**config.mk**
```make
export PLATFORM = sky130hd
export DESIGN_NAME = piso32_tx
export DESIGN_NICKNAME = d
export VERILOG_FILES = /design/src/rtl/piso32_tx.sv
export SDC_FILE = /design/constraint.sdc
export NUM_CORES = 1
export LEC_CHECK = 0
export ABC_AREA = 1
export CAP_MARGIN = 20
export CORE_MARGIN = 2
export CORE_UTILIZATION = 34
export DETAILED_ROUTE_END_ITERATION = 8
export HOLD_SLACK_MARGIN = 0.06
export PLACE_DENSITY = 0.61
export SLEW_MARGIN = 20
export SYNTH_ARGS = -nofsm -noshare
export SYNTH_HDL_FRONTEND = slang
export SYNTH_SLANG_ARGS = --single-unit
export TNS_END_PERCENT = 20
```
**constraint.sdc**
```tcl
create_clock -name clk -period 3.3 [get_ports clk]
set_clock_uncertainty 0.2 [all_clocks]
set_input_delay 0.66 -clock clk [delete_from_list [all_inputs] [get_ports clk]]
set_output_delay 0.66 -clock clk [all_outputs]
set_load 0.02 [all_outputs]
```
**src/rtl/piso32_tx.sv**
```systemverilog
// Parallel-in / serial-out transmitter: accepts one WIDTH-bit word in IDLE,
// streams it one bit per cycle in SHIFT, then pulses o_done for one DONE cycle.
module piso32_tx #(
  parameter int unsigned WIDTH     = 32,
  parameter bit          MSB_FIRST = 1'b1
) (
  input  logic             clk,
  input  logic             reset,
  input  logic             i_valid,
  input  logic [WIDTH-1:0] i_data,
  output logic             o_ready,
  output logic             o_sdata,
  output logic             o_svalid,
  output logic             o_done
);

  localparam int unsigned      CNT_W    = (WIDTH > 1) ? $clog2(WIDTH) : 1;
  localparam logic [CNT_W-1:0] CNT_LAST = CNT_W'(WIDTH - 1);
  localparam logic [CNT_W-1:0] CNT_ONE  = CNT_W'(1);

  localparam logic [1:0] ST_IDLE  = 2'd0;
  localparam logic [1:0] ST_SHIFT = 2'd1;
  localparam logic [1:0] ST_DONE  = 2'd2;

  logic [1:0]       state_q,  state_d;
  logic [WIDTH-1:0] shreg_q,  shreg_d;
  logic [CNT_W-1:0] cnt_q,    cnt_d;
  logic             ready_q,  ready_d;
  logic             sdata_q,  sdata_d;
  logic             svalid_q, svalid_d;
  logic             done_q,   done_d;

  // State, datapath and output registers; reset leaves the block idle and ready.
  always_ff @(posedge clk or posedge reset) begin
    if (reset) begin
      state_q  <= ST_IDLE;
      shreg_q  <= '0;
      cnt_q    <= '0;
      ready_q  <= 1'b1;
      sdata_q  <= 1'b0;
      svalid_q <= 1'b0;
      done_q   <= 1'b0;
    end else begin
      state_q  <= state_d;
      shreg_q  <= shreg_d;
      cnt_q    <= cnt_d;
      ready_q  <= ready_d;
      sdata_q  <= sdata_d;
      svalid_q <= svalid_d;
      done_q   <= done_d;
    end
  end

  // Next state and datapath; outputs are derived from the next state so they
  // register in step with it and never see i_valid/i_data combinationally.
  always_comb begin
    state_d = state_q;
    shreg_d = shreg_q;
    cnt_d   = cnt_q;

    case (state_q)
      ST_IDLE: begin
        if (i_valid) begin
          shreg_d = i_data;
          cnt_d   = '0;
          state_d = ST_SHIFT;
        end
      end
      ST_SHIFT: begin
        if (cnt_q == CNT_LAST) begin
          state_d = ST_DONE;
        end else begin
          cnt_d   = cnt_q + CNT_ONE;
          shreg_d = MSB_FIRST ? (shreg_q << 1) : (shreg_q >> 1);
        end
      end
      ST_DONE: begin
        state_d = ST_IDLE;
      end
      default: begin
        state_d = ST_IDLE;
      end
    endcase

    ready_d  = (state_d == ST_IDLE);
    svalid_d = (state_d == ST_SHIFT);
    done_d   = (state_d == ST_DONE);
    // The bit on the wire is always the leading end of the register.
    if (svalid_d) begin
      sdata_d = MSB_FIRST ? shreg_d[WIDTH-1] : shreg_d[0];
    end else begin
      sdata_d = 1'b0;
    end
  end

  assign o_ready  = ready_q;
  assign o_sdata  = sdata_q;
  assign o_svalid = svalid_q;
  assign o_done   = done_q;

endmodule

```
---- Word level (Yosys, flattened, before mapping) ----
Index checks and enable logic that the tools add are counted.
word-level totals
  input bits .............................. 35
  bits in registers ....................... 43
  output and inout port bits .............. 4
  word-level logic and storage cells ...... 29
cells by class
  equal/unequal tests ..................... 6
  muxes and demuxes ....................... 10
  add/sub/neg operators ................... 1
  reductions and logical operators ........ 4
operators by type and width
  operator                                        count
  two-way mux 32 bit                              2
  one-hot mux 32 bit (2 select lines)             1
  two-way mux 5 bit                               2
  one-hot mux 5 bit (2 select lines)              1
  adder 5 x 1 -> 5 bit (second input constant)    1
  == test 5 bit (second input constant)           1
  == test 2 x 1 -> 1 bit (second input constant)  2
  logical NOT 2 bit                               2
  two-way mux 2 bit                               2
  inequality test 2 bit (second input constant)   2
  one-hot mux 2 bit (2 select lines)              1
  AND reduction 3 bit                             1
  == test 2 bit (second input constant)           1
  nonzero test 2 bit                              1
  two-way mux 1 bit                               1

---- Depth between registers and ports, before layout ----
  depth after elaboration ................. 5
  gate-level depth with buffers ........... 11
  depth with buffers taken out ............ 11

---- Worst setup path after synthesis ----
No wires, ideal clock.
  path type ............................... register to register
  from .................................... register cnt_q[0]
  to ...................................... register shreg_q[26]
  data arrival time ....................... 1.435 ns
  clock period less this slack ............ 1.759 ns
  setup time .............................. 0.124 ns
  data required time ...................... 2.976 ns
  stages on the path, launching flop included .. 10
  path slack .............................. 1.541 ns
  path buffers ............................ 1
  cells stage by stage .................... dfrtp_1 -> ha_1 -> nand2_1 -> nor2_1 -> ha_1 -> nor2_8 -> nor2_8 -> buf_6 -> nand2_2 -> nand3_1
on the way
  longest elaborated chain between the ends .. 3
ends and longest elaborated chain
  element                                 RTL line  source
  start: declaration                      27        logic [CNT_W-1:0] cnt_q, cnt_d;
  start signal: assignment                46        cnt_q <= cnt_d;
  == test 5 bit                           70        if (cnt_q == CNT_LAST) begin
  inequality test 2 bit (no source line)  n/a
  AND reduction 3 bit (no source line)    n/a
  end signal: assignment                  45        shreg_q <= shreg_d;
  end: declaration                        26        logic [WIDTH-1:0] shreg_q, shreg_d;
No other way between the ends.
A chain may end at the register's enable or synchronous reset.

---- Final worst setup path ----
  from .................................... register ready_q, in the netlist o_ready
  to ...................................... output port o_ready
RTL lines
  element                   RTL line  source
  start: declaration        28        logic ready_q, ready_d;
  start signal: assignment  47        ready_q <= ready_d;
  end: declaration          11        output logic o_ready,
No word-level cell between the ends.

==> flow_metrics.env <==
export IMPL_synth_simple_area_share_pct=36.59
export IMPL_outcome="finished clean"
export IMPL_layout_common_cells="nand2_1 (105), dfrtp_1 (42), clkdlybuf4s50_1 (38), nand3_1 (35)"
export IMPL_io_buffers=38
export IMPL_hold_ws_ns=0.2832
export IMPL_htree_levels=2
export IMPL_drc_errors=0
export IMPL_p_per_area_nw_per_um2=788.9
export IMPL_avgSynthCellArea_sq_um=8.491
export IMPL_numClockSinks=43
export IMPL_wl_um=3783
export IMPL_min_from="shreg_q[0]"
export IMPL_fillCellCount=577
export IMPL_max_freq_mhz=444.3
export IMPL_seq_area_frac_synth_pct=54.22
export IMPL_crit_fanout=1
export IMPL_wl_per_cell_um=10.97
export IMPL_first_global_vias=1521
export IMPL_crit_chain="clkdlybuf4s50_1"
export IMPL_cp_top_family="buffers and inverters"
export IMPL_synth_seq_cells=43
export IMPL_synth_top_cell_by_area="dfrtp_1"
export IMPL_synthesis_area_sq_um=1987
export IMPL_drt_iter0_drc=94
export IMPL_setup_tns_ns=0
export IMPL_hold_buffers=0
export IMPL_worst_slew_pin_slew_ns=0.9138
export IMPL_layout_commonest_cell="nand2_1"
export IMPL_ir_drop_mv=0.2694
export IMPL_synthCells=234
export IMPL_die_h_um=80.45
export IMPL_finalNonFillerCells=345
export IMPL_arrival_ns=1.39
export IMPL_hp_class="register to register"
export IMPL_rr_endpoint="shreg_q[7]"
export IMPL_cpPeakStageDelay_ns=0.59
export IMPL_clock_latency_ns=0.29
export IMPL_min_period_ns=2.251
export IMPL_cts_tree="yes"
export IMPL_path_clk_slew_ns=0.08
export IMPL_area_delta_synth_final_pct=24.81
export IMPL_reg2reg_depth=8
export IMPL_io_pins=39
export IMPL_synth_mux_area_share_pct=0
export IMPL_hold_path_cell_count=2
export IMPL_path_buf_inv=1
export IMPL_synth_top_family_by_area="simple AND/OR/NAND/NOR gates"
export IMPL_holdPathEnd="shreg_q[0]"
export IMPL_cpMaxStageDelayCell="clkdlybuf4s50_1"
export IMPL_endpoint_kind="output pin"
export IMPL_gr_total_overflow=0
export IMPL_dr_pass1_iters=4
export IMPL_total_power_mw=1.956
export IMPL_fp_dieW_um=80.45
export IMPL_placed_cells=337
export IMPL_fin_crit_sh_pct=68.21
export IMPL_vias=1550
export IMPL_synth_xor_area_share_pct=0
export IMPL_layout_drive_gt1_share_pct=9.524
export IMPL_dieArea_sq_um=6471
export IMPL_maxSlewHeadroom_pct=38.71
export IMPL_setup_viol=0
export IMPL_crit_required_ns=2.44
export IMPL_cts_max_path_buffers=2
export IMPL_postSynthNetCount=272
export IMPL_maxCapViolCount=0
export IMPL_final_hold_violation_count=0
export IMPL_power_leakage_nw=1.194
export IMPL_gp_congestion=0.6987
export IMPL_cts_setup_buffers=0
export IMPL_grt_pass1_wl_um=6686
export IMPL_initial_utilization_pct=35.65
export IMPL_synthTopCellsByArea="dfrtp_1 (53%), nand2_1 (20%), nand3_1 (8.8%)"
export IMPL_synthDistinctLibCells=18
export IMPL_cp_start_kind="register"
export IMPL_nNetsFinal=310
export IMPL_core_sq_um=5574
export IMPL_maxSlewViolCount=0
export IMPL_cts_resized=0
export IMPL_yosys_warnings=0
export IMPL_grt_max_degree=35
export IMPL_rows=27
export IMPL_cts_root_buf="clkbuf_8"
export IMPL_synthAdderAreaFrac_pct=1.889
export IMPL_grt_setup_unrepaired="no"
export IMPL_postRouteAntennaNets=0
export IMPL_r2r_start="cnt_q[0]"
export IMPL_crit_type="register to output pin"
export IMPL_regToRegSetupSlack_ns=1.13
export IMPL_hpwl_um=2608
export IMPL_netlist_area_leader_share_pct=52.90
export IMPL_antenna_cells=0
export IMPL_viasPerCell=4.493
export IMPL_grtUsageTotal_pct=13.41
export IMPL_synth_compound_area_share_pct=1.008
export IMPL_cts_buffers=5
export IMPL_antenna_found_initial=0
final cells by class:
cell class / count / area, sq um / share of cell area, %
clock buffer: 7 / 76.32 / 3.078
clock inverter: 1 / 5.005 / 0.2018
inverter: 13 / 51.30 / 2.069
multi-input combinational: 169 / 784.5 / 31.63
sequential: 43 / 1077 / 43.44
tap: 72 / 90.09 / 3.633
timing repair buffer: 40 / 395.4 / 15.94
cells by family (layout without fill, tap and decap cells):
| logic type | Yosys count | after routing |
|---|---|---|
| AND/OR/NAND/NOR | 162 | 162 |
| adder cells (fa/ha/maj) | 3 | 3 |
| flip-flops | 43 | 43 |
| buffers and inverters | 22 | 61 |
| AO/OA/AOI/OAI | 4 | 4 |
worst max path at each step:
stage                        start          end  slack (ns)  cells past startpoint
after floorplan              reset     cnt_q[0]        1.44                      1
after global placement     i_valid  shreg_q[10]        0.95                      6
after detailed placement   i_valid  shreg_q[17]        0.93                      6
after CTS                  o_ready      o_ready        1.03                      1
after global routing      cnt_q[0]  shreg_q[13]        0.88                      8
final                      o_ready      o_ready        1.05                      1
synthesized netlist by cell type:
library cell / number
nor2_2: 1
nor2_1: 7
nand2_1: 105
dfrtp_1: 42
inv_4: 1
nor2_8: 2
dfstp_2: 1
buf_4: 4
inv_2: 1
inv_1: 11
o21ai_0: 3
ha_1: 3
nand2_4: 2
nand2_2: 10
nand3_1: 35
buf_6: 3
a21oi_1: 1
buf_2: 2
where the power goes:
| group | total [mW] | internal (mW) | switching, mW |
|---|---|---|---|
| clock | 0.315 | 0.148 | 0.166 |
| sequential | 0.890 | 0.762 | 0.128 |
| combinational | 0.751 | 0.300 | 0.452 |
| total | 1.96 | 1.21 | 0.746 |
state kept, by name, indices dropped and copies added, names as in the netlist:
register / flops
shreg_q: 32
cnt_q: 5
state_q: 2
o_done: 1
o_ready: 1
o_sdata: 1
o_svalid: 1
per-layer routing:
layer / track usage [%] / share of wire (%) / vias to the layer above
met5: 0 / 0 / -
met4: 5.593 / 1.9 / 0
met3: 3.820 / 5.4 / 7
met2: 20.83 / 45 / 33
met1: 17.52 / 48 / 708
li1: - / - / 802
stage by stage:
stage               util (%)  cell area (sq um)  setup WS [ns]
finish                 44.49               2480          1.049
global route           44.49               2480         0.8821
CTS                    44.49               2480          1.027
detailed placement     43.03               2399         0.9304
global placement       43.03               2399         0.9532
floorplan                  -               1987          1.439
Note: power is estimated with default switching activity, not from simulation.
